## src/rtl/cpu_sequencer.sv

```systemverilog
// Multi-cycle control sequencer: owns PC, instruction register and the memory handshake,
// stepping FETCH/DECODE/EXEC/MEM/WB with wait-state timeout and sticky HALT/ERR.
module cpu_sequencer #(
    parameter int unsigned           ADDR_WIDTH  = 32,
    parameter int unsigned           DATA_WIDTH  = 32,
    parameter logic [ADDR_WIDTH-1:0] RESET_PC    = '0,
    parameter int unsigned           PC_STEP     = 1,
    parameter int unsigned           MAX_WAIT    = 15,
    parameter int unsigned           COUNT_WIDTH = 32
) (
    input  logic                   clock,
    input  logic                   reset,
    output logic                   mem_req,
    output logic                   mem_we,
    output logic [ADDR_WIDTH-1:0]  mem_addr,
    output logic [DATA_WIDTH-1:0]  mem_wdata,
    input  logic [DATA_WIDTH-1:0]  mem_rdata,
    input  logic                   mem_ready,
    output logic [DATA_WIDTH-1:0]  instr,
    output logic                   decode_valid,
    output logic [ADDR_WIDTH-1:0]  pc,
    input  logic [1:0]             ex_mem_op,
    input  logic [ADDR_WIDTH-1:0]  ex_mem_addr,
    input  logic [DATA_WIDTH-1:0]  ex_wdata,
    input  logic                   ex_branch,
    input  logic [ADDR_WIDTH-1:0]  ex_target,
    input  logic                   ex_halt,
    output logic                   wb_en,
    output logic                   wb_load,
    output logic [DATA_WIDTH-1:0]  wb_data,
    output logic [2:0]             state_o,
    output logic                   halted,
    output logic                   timeout_err,
    output logic [COUNT_WIDTH-1:0] retire_count
);

    typedef enum logic [2:0] {
        FETCH  = 3'd0,
        DECODE = 3'd1,
        EXEC   = 3'd2,
        MEM    = 3'd3,
        WB     = 3'd4,
        HALT   = 3'd5,
        ERR    = 3'd6
    } state_t;

    localparam int unsigned           WAIT_W     = (MAX_WAIT == 0) ? 1 : $clog2(MAX_WAIT + 1);
    localparam logic [WAIT_W-1:0]     WAIT_LIMIT = WAIT_W'(MAX_WAIT);
    localparam logic [ADDR_WIDTH-1:0] STEP       = ADDR_WIDTH'(PC_STEP);
    localparam logic [1:0]            OP_LOAD    = 2'b01;
    localparam logic [1:0]            OP_STORE   = 2'b10;

    state_t                  r_state;
    state_t                  w_state_nxt;
    logic [ADDR_WIDTH-1:0]   r_pc;
    logic [ADDR_WIDTH-1:0]   r_next_pc;
    logic [DATA_WIDTH-1:0]   r_instr;
    logic [DATA_WIDTH-1:0]   r_wb_data;
    logic [COUNT_WIDTH-1:0]  r_retire;
    logic [WAIT_W-1:0]       r_wait;
    logic [1:0]              r_op;
    logic [ADDR_WIDTH-1:0]   r_addr;
    logic [DATA_WIDTH-1:0]   r_wdata;
    logic                    w_timeout;

    // A ready in the final allowed wait cycle still completes the access.
    assign w_timeout = (MAX_WAIT != 0) && (r_wait == WAIT_LIMIT) && !mem_ready;

    always_ff @(posedge clock) begin
        if (reset) r_state <= FETCH;
        else       r_state <= w_state_nxt;
    end

    always_comb begin
        w_state_nxt  = r_state;
        mem_req      = 1'b0;
        mem_we       = 1'b0;
        mem_addr     = r_pc;
        decode_valid = 1'b0;
        wb_en        = 1'b0;
        wb_load      = 1'b0;
        case (r_state)
            FETCH: begin
                mem_req = !reset;
                if (mem_ready)      w_state_nxt = DECODE;
                else if (w_timeout) w_state_nxt = ERR;
            end
            DECODE: begin
                decode_valid = !reset;
                w_state_nxt  = EXEC;
            end
            EXEC: begin
                if (ex_halt)                                         w_state_nxt = HALT;
                else if (ex_mem_op == OP_LOAD || ex_mem_op == OP_STORE) w_state_nxt = MEM;
                else                                                 w_state_nxt = WB;
            end
            MEM: begin
                mem_req  = !reset;
                mem_we   = (r_op == OP_STORE);
                mem_addr = r_addr;
                if (mem_ready)      w_state_nxt = WB;
                else if (w_timeout) w_state_nxt = ERR;
            end
            WB: begin
                wb_en       = !reset && (r_op != OP_STORE);
                wb_load     = (r_op == OP_LOAD);
                w_state_nxt = FETCH;
            end
            default: w_state_nxt = r_state;
        endcase
    end

    always_ff @(posedge clock) begin
        if (reset) begin
            r_pc      <= RESET_PC;
            r_next_pc <= '0;
            r_instr   <= '0;
            r_wb_data <= '0;
            r_retire  <= '0;
            r_wait    <= '0;
            r_op      <= '0;
            r_addr    <= '0;
            r_wdata   <= '0;
        end else begin
            case (r_state)
                FETCH: begin
                    if (mem_ready) begin
                        r_instr <= mem_rdata;
                        r_wait  <= '0;
                    end else begin
                        r_wait  <= r_wait + 1'b1;
                    end
                end
                EXEC: begin
                    r_op      <= ex_mem_op;
                    r_addr    <= ex_mem_addr;
                    r_wdata   <= ex_wdata;
                    r_next_pc <= ex_branch ? ex_target : r_pc + STEP;
                    r_wait    <= '0;
                end
                MEM: begin
                    if (mem_ready) begin
                        if (r_op == OP_LOAD) r_wb_data <= mem_rdata;
                        r_wait <= '0;
                    end else begin
                        r_wait <= r_wait + 1'b1;
                    end
                end
                WB: begin
                    r_pc     <= r_next_pc;
                    r_retire <= r_retire + 1'b1;
                    r_wait   <= '0;
                end
                default: ;
            endcase
        end
    end

    assign mem_wdata    = r_wdata;
    assign instr        = r_instr;
    assign pc           = r_pc;
    assign wb_data      = r_wb_data;
    assign retire_count = r_retire;
    assign state_o      = r_state;
    assign halted       = (r_state == HALT);
    assign timeout_err  = (r_state == ERR);

endmodule
```

## config.mk

```make
export PLATFORM = sky130hd
export DESIGN_NAME = cpu_sequencer
export DESIGN_NICKNAME = d
export VERILOG_FILES = /design/src/rtl/cpu_sequencer.sv
export SDC_FILE = /design/constraint.sdc
export NUM_CORES = 1
export LEC_CHECK = 0
export BUFFER_PORTS_ARGS = -buffer_cell sky130_fd_sc_hd__buf_4
export CAP_MARGIN = 20
export CORE_UTILIZATION = 50
export CTS_CLUSTER_DIAMETER = 120
export DETAILED_ROUTE_END_ITERATION = 7
export PLACE_DENSITY = 0.81
export SYNTH_ARGS = -nofsm -noshare
export SYNTH_HDL_FRONTEND = slang
export SYNTH_SLANG_ARGS = --single-unit
```

## constraint.sdc

```tcl
create_clock -name clock -period 5 [get_ports clock]
set_input_delay 1.5 -clock clock [delete_from_list [all_inputs] [get_ports clock]]
set_output_delay 1.5 -clock clock [all_outputs]
set_load 0.02 [all_outputs]
```

==> results of run 1 <==
## sequential cells by signal (all words and copies together), names as in the netlist
| register | cells |
|---|---|
| r_op | 2 |
| pc | 32 |
| r_next_pc | 32 |
| state_o | 3 |
| instr | 32 |
| r_wait | 4 |
| r_addr | 32 |
| mem_wdata | 32 |
| retire_count | 32 |
| wb_data | 32 |
## metal layers
metal  part of all wire (%)  global-route usage (%)  vias to the layer above
li1                       -                       -                     4703
met1                     40                    32.5                     4524
met3                    7.1                    5.72                       61
met2                     49                    48.0                      324
met5                      0                       0                        -
met4                    3.4                    9.90                        0
## power breakdown
group	internal (W)	switching (W)	leakage, nW
clock	0.00113	0.000736	0.403
sequential	0.00195	0.0000705	1.89
combinational	0.000252	0.000396	3.18
total	0.00333	0.00120	5.47
## cell usage after synthesis, types with 2 or more instances
library cell  instances  share of area, %
a211oi_1              3              0.23
a21oi_1             201                10
a31oi_1               6              0.38
and3_1               25               1.6
and4_1                6              0.54
buf_1                 5              0.19
buf_2                 5              0.26
clkbuf_1             77               2.9
dfxtp_1             233                48
ha_1                  3              0.38
inv_1                13              0.50
mux2_2               32               3.7
nand2_1             368                14
nand2b_1              4              0.26
nand3_1              25               1.3
nand3b_1              4              0.31
nand4_1              17               1.1
nor2_1               58               2.2
nor2b_1               5              0.32
nor3_1               19              0.97
nor3_4                2              0.33
nor4_1                3              0.19
nor4_4                2              0.43
o211ai_1              2              0.15
o21ai_0              11              0.56
o22ai_1              19               1.2
or3_1                 5              0.32
xnor2_1              33               2.9
xor2_1               27               2.4
## logic make-up after synthesis
kind of cell,count (synthesis),synth area share (%)
AND/OR/NAND/NOR,558,25.5
AO/OA/AOI/OAI,247,13.3
adder cells (fa/ha/maj),3,0.383
multiplexers,34,3.89
flip-flops,233,47.6
buffers and inverters,101,4.01
XOR/XNOR,60,5.36
## through the flow
stage | std cells | util, % | instance area [um2] | hold slack, ps
6_report | 1796 | 70.0 | 13300 | 450
2_1_floorplan | 1236 | - | 9810 | 432
5_1_grt | 1796 | 70.0 | 13300 | 471
4_1_cts | 1795 | 69.9 | 13200 | 453
3_3_place_gp | 1752 | 65.5 | 12400 | 436
3_5_place_dp | 1752 | 65.5 | 12400 | 443
## final timing paths
path	end	startpoint	slack [ps]
worst max-delay path	mem_addr[26]	state_o[1]$_SDFFE_PP0P_	770
worst min-delay path	pc[30]$_SDFFE_PP0P_	r_next_pc[30]$_SDFFE_PP0P_	450
worst max register to register	retire_count[31]$_SDFFE_PP0P_	state_o[2]$_SDFFE_PP0P_	2090
worst min register to register	pc[30]$_SDFFE_PP0P_	r_next_pc[30]$_SDFFE_PP0P_	450
## layout by cell type, fill, tap and decap left out, types with 3 or more instances in the layout
cell / synthesis / layout
nand2_1: 368 / 367
buf_4: 0 / 342
dfxtp_1: 233 / 233
a21oi_1: 201 / 201
nor2_1: 58 / 58
xnor2_1: 33 / 33
mux2_2: 32 / 32
xor2_1: 27 / 27
nand3_1: 25 / 25
and3_1: 25 / 25
clkbuf_16: 0 / 25
nor3_1: 19 / 19
o22ai_1: 19 / 19
nand4_1: 17 / 17
inv_1: 13 / 13
o21ai_0: 11 / 11
and4_1: 6 / 6
a31oi_1: 6 / 6
or3_1: 5 / 5
nor2b_1: 5 / 5
clkinv_2: 0 / 5
nand3b_1: 4 / 4
nand2b_1: 4 / 4
clkbuf_8: 0 / 4
a211oi_1: 3 / 3
nor4_2: 1 / 3
ha_1: 3 / 3
clkbuf_1: 77 / 3
bufinv_16: 0 / 3
clkinvlp_4: 0 / 3
## final cells by class
cell class                      instances  share of cell area [%]
Inverter                               13                   0.368
Multi-Input combinational cell        902                    36.0
Clock inverter                         11                    1.04
Tap cell                              260                    2.45
Sequential cell                       233                    35.1
Clock buffer                           32                    5.21
Timing Repair Buffer                  345                    19.8
## critical path, cell delays in order, from the launching register on
cell,delay [ps]
dfxtp_1,800
nand3b_1,590
buf_12,360
mux2_2,290
buf_4,160
==> impl_metrics.csv, run 1 <==
group,metric,value,unit
cts,cts.sinks,233,
logic_synthesis,syn_avg_cell_area,7.94,um2
setup_path,cp-start-kind,"flop",
logic_synthesis,async_flop_share,0,%
logic_synthesis,syn-cell-area,9810,um2
floorplan,fp.dieH,142,um
flow_run,drv_cap,0,
routing,firstDrtPassIters,5,
routing,drc_errors,0,
placement,finalWeightedCongestion,0.777,
timing,rsz0062_at_grt,"false",
setup_path,crit_type,"flop to primary output",
routing,ant_nets,0,
cts,cts_tree,"done",
global_route,grt_pass1_wl,44.5,mm
logic_synthesis,ys_seq_area_share,47.6,%
setup_path,cp_max_fo,29,
power,ir_drop,0.000248,V
setup_path,r2r_cells,5,
logic_synthesis,synth_edf_count,0,
logic_synthesis,syn_nets,1374,
cts,clockBufferDepth,3,
timing,tightest_slew,1100,ps
floorplan,start_util,51.7,%
floorplan,core_area,19000,um2
placement,hpwl,19.1,mm
cts,clk_latency,500,ps
cts,cts_resized,0,
cts,cts_hold_buf,0,
floorplan,die_area,20200,um2
floorplan,rows,50,
timing,max_slew_margin,27.0,%
power,power,0.00453,W
timing,fin_crit_sh,84.7,%
finish,drive_gt1_share,28.4,%
logic_synthesis,ys_ff_latch,233,
floorplan,die_x,142,um
routing,wl_per_cell,16.0,um
cts,clkSlewWorstSetupHoldPaths,60,ps
cts,cts_max_level,1,
timing,maxSlewViolCount,0,
timing,finClkSkew,6.91,ps
power,p_per_area,341,nW/um2
finish,final-seq-area,4660,um2
outcome,status,"completed",
logic_synthesis,ys_types,52,
timing,max_freq,236,MHz
finish,fillers,1531,
global_route,gr-total-overflow,0,
finish,multi_input_area,4780,um2
finish,syn2layout_area_growth,35.3,%
cts,numCtsBuffers,25,
global_route,grt_pass1_vias,8852,
finish,antenna_cells_inserted,0,
routing,totalWireLength,28.8,mm
timing,finalCriticalPeriod,4230,ps
setup_path,cp.arrival,2730,ps
global_route,grt_usage,27.2,%
setup_path,cp-end-kind,"primary output",
cts,postCtsSetupRepairBufs,0,
timing,hold_viol_final,0,
power,total_leakage_power,5.47,nW
timing,fin_ws,766,ps
cts,root_buffer,"clkbuf_16",
timing,setup_viol,0,
logic_synthesis,synthFlopType,"dfxtp_1",
routing,viasPerCell,5.35,
global_route,grt_max_degree,98,
routing,dr_total_vias,9612,
finish,final_net_count,1658,
floorplan,ios,337,
placement,pre_cts_slack,1270,ps
logic_synthesis,ys_warn_count,0,
min_path,holdCritPathClass,"flop to flop",
setup_path,crit_required,3500,ps
placement,portBuffers,336,
global_route,antenna_found_initial,0,
logic_synthesis,synthCells,1236,
timing,final.setup.tns,0,ps
min_path,min_path_cells,2,
routing,drt_iter0_drc,521,
Power figures use the tool's default switching activity.
==> run 2, diff against run 1 <==
Clock period 5 ns to 4.2 ns, I/O delays scaled along.
==> impl_metrics.csv, run 2 (same netlist as run 1, synthesis figures left out) <==
group,metric,value,unit
setup_path,crit_type,"flop to primary output",
finish,final_cell_mix,"nand2_1, buf_4, dfxtp_1, a21oi_1, nor2_1",
cts,clkSlewWorstSetupHoldPaths,60,ps
routing,wl_per_cell,16.0,um
floorplan,die_area,20200,um2
cts,root_buffer,"clkbuf_16",
cts,cts_max_level,1,
routing,drc_errors,0,
setup_path,critPathSlowestCell,"dfxtp_1",
timing,max_slew_margin,25.2,%
min_path,holdCritPathClass,"flop to flop",
routing,drt_iter0_drc,530,
finish,syn2layout_area_growth,34.9,%
setup_path,cp_common_cell,"buf_4",
placement,hpwl,19.3,mm
floorplan,rows,50,
timing,fin_crit_sh,86.5,%
power,p_per_area,398,nW/um2
setup_path,cp-start-kind,"flop",
global_route,gr-total-overflow,0,
setup_path,cp_max_fo,35,
finish,antenna_cells_inserted,0,
timing,final.setup.tns,0,ps
timing,finalCriticalPeriod,3630,ps
finish,final_common_cell,"nand2_1",
outcome,status,"completed",
power,p_comb_share,14.9,%
power,ir_drop,0.000360,V
timing,tightest_slew,1120,ps
finish,drive_gt1_share,28.3,%
power,clkPwrFrac,39.4,%
global_route,grt_pass1_vias,9172,
setup_path,cp-end-kind,"primary output",
routing,firstDrtPassIters,5,
global_route,antenna_found_initial,0,
global_route,grt_pass1_wl,45.5,mm
cts,cts.sinks,233,
setup_path,path_cells,"nand3b_1, buf_4, mux2_2, buf_4",
routing,dr_total_vias,9644,
cts,cts_tree,"done",
placement,finalWeightedCongestion,0.781,
finish,final_net_count,1661,
floorplan,core_area,19000,um2
power,p_seq_share,45.6,%
global_route,grt_max_degree,98,
cts,clockBufferDepth,3,
cts,numCtsBuffers,25,
cts,cts_hold_buf,0,
power,p_int,0.00385,W
timing,finClkSkew,9.94,ps
timing,hold_viol_final,0,
timing,rsz0062_at_grt,"false",
cts,postCtsSetupRepairBufs,0,
setup_path,cp.arrival,2370,ps
placement,placed_cell_area,12400,um2
power,p_sw,0.00141,W
floorplan,start_util,51.7,%
power,switching_share,26.8,%
placement,portBuffers,336,
finish,finalInstanceArea,13200,um2
floorplan,die_x,142,um
setup_path,crit_required,2940,ps
timing,max_freq,275,MHz
flow_run,drv_cap,0,
power,total_leakage_power,5.46,nW
global_route,grt_usage,27.7,%
routing,viasPerCell,5.36,
timing,setup_viol,0,
routing,totalWireLength,28.8,mm
floorplan,fp.dieH,142,um
timing,maxSlewViolCount,0,
setup_path,critical_path.max_stage_delay,640,ps
floorplan,ios,337,
cts,clk_latency,510,ps
cts,cts_resized,0,
routing,ant_nets,0,
run 2: through the flow:
step                power (W)  util, %  hold WS [ps]  worst slack, ps  cells
finish                0.00526     69.8           451              568   1798
global route          0.00546     69.8           466              429   1798
CTS                   0.00531     69.6           452              541   1797
detailed placement    0.00323     65.6           443             1090   1755
global placement      0.00321     65.6           436             1110   1755
floorplan             0.00289        -           432              781   1236
run 2: final cells by class:
type,count,area (um2)
fillers,1577,5730
flip-flops and latches,233,4660
well taps,260,325
repair buffers,348,2640
multi-input cells,902,4780
clock buffers,39,758
inverters,13,48.8
clock inverters,3,15.0
run 2: critical path, delay by kind of cell, from the launching register on:
kind | cells | cell delay (ps)
buffers and inverters | 2 | 620
DFF | 1 | 640
muxes | 1 | 400
and+or+nand+nor | 1 | 180
run 2: worst paths after layout:
kind / to / slack, ps / startpoint / cells after the start
max: mem_addr[6] / 570 / state_o[2]$_SDFFE_PP0P_ / 4
min: r_next_pc[4]$_SDFFE_PP0P_ / 450 / r_next_pc[4]$_SDFFE_PP0P_ / 2
max reg2reg: r_next_pc[30]$_SDFFE_PP0P_ / 1530 / state_o[0]$_SDFFE_PP0P_ / 5
min reg2reg: r_next_pc[4]$_SDFFE_PP0P_ / 450 / r_next_pc[4]$_SDFFE_PP0P_ / 2
run 2: layer usage:
layer,GRT usage (%),routed length (um),up-vias
li1,-,-,4702
met5,0,0,-
met2,48.4,14200,341
met1,33.6,11600,4532
met3,5.69,2090,69
met4,10.1,1010,0
run 2: power by group through the flow:
stage                     Clock, W  Sequential [W]  Combinational, W
after global placement           0         0.00244          0.000772
after global routing       0.00219         0.00241          0.000852
after floorplan                  0         0.00250          0.000386
final                      0.00207         0.00240          0.000785
after CTS                  0.00212         0.00240          0.000787
after detailed placement         0         0.00245          0.000782
==> run 3, diff against run 2 <==
Settings changed: ABC_AREA from default to 1, PLACE_DENSITY 0.81 to 0.8.
Clock period 4.2 ns to 4.6 ns, I/O delays scaled along.
==> impl_metrics.csv, run 3 <==
group,metric,value,unit
min_path,hold_start,"r_addr[23]$_SDFFE_PP0P_",
timing,final.setup.tns,0,ps
placement,portBuffers,336,
power,p_sw,0.00276,W
setup_path,cp-start-kind,"flop",
logic_synthesis,synth_common_cells,"nor2_1, nand2_1, o21ai_0, dfxtp_1, a21oi_1",
routing,drc_errors,0,
cts,cts.sinks,233,
routing,totalWireLength,31.4,mm
global_route,grt_usage,28.7,%
power,total_leakage_power,5.90,nW
logic_synthesis,async_flop_share,0,%
routing,wl_per_cell,14.9,um
logic_synthesis,ys_warn_count,0,
cts,cts_max_level,1,
cts,clkSlewWorstSetupHoldPaths,60,ps
setup_path,crit_required,3220,ps
floorplan,die_x,145,um
finish,final_net_count,1948,
logic_synthesis,ys_types,32,
power,ir_drop,0.000329,V
timing,hold_viol_final,0,
power,power,0.00736,W
power,p_per_area,537,nW/um2
global_route,antenna_found_initial,1,
logic_synthesis,synth_top_area_share,45.3,%
placement,finalWeightedCongestion,0.888,
routing,dr_total_vias,10900,
logic_synthesis,syn_avg_cell_area,6.79,um2
power,p_int,0.00460,W
routing,ant_nets,0,
logic_synthesis,ys_seq_area_share,45.3,%
floorplan,rows,52,
timing,setup_viol,0,
finish,final_common_cell,"nor2_1",
cts,postCtsSetupRepairBufs,0,
global_route,gr-total-overflow,0,
cts,clockBufferDepth,3,
logic_synthesis,syn_nets,1655,
min_path,hold_end,"r_addr[23]$_SDFFE_PP0P_",
setup_path,r2r_end,"retire_count[22]$_SDFFE_PP0P_",
logic_synthesis,synth-simple-area-share,28.1,%
logic_synthesis,synth_fa_ha_area_share,0.365,%
timing,max_freq,253,MHz
routing,drt_iter0_drc,675,
logic_synthesis,syn-cell-area,10300,um2
timing,rsz0062_at_grt,"false",
flow_run,drv_cap,0,
placement,hpwl,22.0,mm
power,switching_share,37.5,%
cts,cts_resized,0,
setup_path,r2r_cells,10,
global_route,grt_max_degree,109,
logic_synthesis,synth_edf_count,0,
timing,finalCriticalPeriod,3950,ps
setup_path,crit_path_start,"state_o[2]$_SDFFE_PP0P_",
finish,syn2layout_area_growth,33.1,%
floorplan,fp.dieH,145,um
outcome,status,"completed",
logic_synthesis,synthTopCellsByArea,"dfxtp_1, nor2_1, o21ai_0",
power,p_comb_share,34.2,%
logic_synthesis,synth_top_family_by_area,"simple AND/OR/NAND/NOR gates",
power,p_seq_share,39.8,%
logic_synthesis,ys_ff_latch,233,
timing,finClkSkew,9.07,ps
cts,root_buffer,"clkbuf_16",
setup_path,crit_type,"flop to primary output",
floorplan,die_area,21200,um2
timing,max_slew_margin,31.2,%
setup_path,r2r_slack,1600,ps
logic_synthesis,synth_area_leader_cell,"dfxtp_1",
logic_synthesis,synth_xor_area_share,1.36,%
routing,firstDrtPassIters,5,
cts,cts_tree,"done",
logic_synthesis,synthFlopType,"dfxtp_1",
cts,numCtsBuffers,25,
cts,clk_latency,510,ps
setup_path,cp.arrival,2570,ps
logic_synthesis,synthCells,1517,
finish,drive_gt1_share,22.3,%
timing,maxSlewViolCount,0,
floorplan,ios,337,
min_path,holdCritPathClass,"flop to flop",
logic_synthesis,synthMuxAreaShare,0,%
floorplan,start_util,50.9,%
timing,fin_crit_sh,85.8,%
logic_synthesis,synth_compound_area_share,18.1,%
setup_path,timing.rr.start,"state_o[2]$_SDFFE_PP0P_",
setup_path,cp-end-kind,"primary output",
min_path,min_path_cells,2,
floorplan,core_area,20200,um2
routing,viasPerCell,5.21,
global_route,grt_pass1_vias,10200,
cts,cts_hold_buf,0,
setup_path,cp_max_fo,36,
finish,final_cell_mix,"nor2_1, buf_4, nand2_1, o21ai_0, dfxtp_1",
timing,tightest_slew,1030,ps
global_route,grt_pass1_wl,50.4,mm
power,clkPwrFrac,26.0,%
logic_synthesis,yosysMostFrequentCell,"nor2_1",
## run 3: how the worst max path moves through the flow
stage / end / depth (start not counted)
2_1_floorplan: wb_en / 5
4_1_cts: mem_addr[0] / 6
3_5_place_dp: mem_wdata[15]$_SDFFE_PP0P_ / 6
6_report: mem_addr[0] / 6
5_1_grt: mem_addr[9] / 6
3_3_place_gp: r_addr[31]$_SDFFE_PP0P_ / 6
## run 3: layout make-up
class	count	area, um2
fillers	1799	6540
multi-input cells	1105	4940
flip-flops and latches	233	4660
repair buffers	347	2610
clock buffers	34	689
inverters	98	373
well taps	270	338
clock inverters	10	87.6
diodes	1	2.50
## run 3: layer usage
metal | share of wire (%) | global-route usage (%)
met1 | 40 | 34.4
met3 | 8.0 | 6.18
met5 | 0 | 0
met2 | 48 | 49.5
met4 | 4.3 | 12.7
## run 3: metrics by stage
stage               hold slack [ps]  cell area (um2)  cells  setup WS (ps)  utilization [%]
floorplan                       425            10300   1517            783                -
detailed placement              440            12900   2053            949             63.8
global placement                434            12900   2053            986             63.8
finish                          445            13700   2098            652             67.7
global route                    463            13700   2098            386             67.7
CTS                             448            13700   2097            635             67.7
## run 3: power by group through the flow
stage                     clock, W  sequential (W)  combinational, W
after floorplan                  0         0.00323           0.00116
after global placement           0         0.00294           0.00246
after detailed placement         0         0.00295           0.00252
after CTS                  0.00194         0.00292           0.00253
after global routing       0.00202         0.00299           0.00276
final                      0.00191         0.00293           0.00252
## run 3: cell families after synthesis
family                     Yosys count
AOI/OAI and AO/OA                  368
buffers and inverters              179
xor gates and xnor gates            16
DFF                                233
and+or+nand+nor                    718
adders and majority gates            3
## run 3: critical path, stage by stage (launching register included)
cell     delay, ps
dfxtp_1        650
nor2_2         120
nand2_2        510
buf_4          420
nand2_1         70
o21ai_0        100
buf_4          190
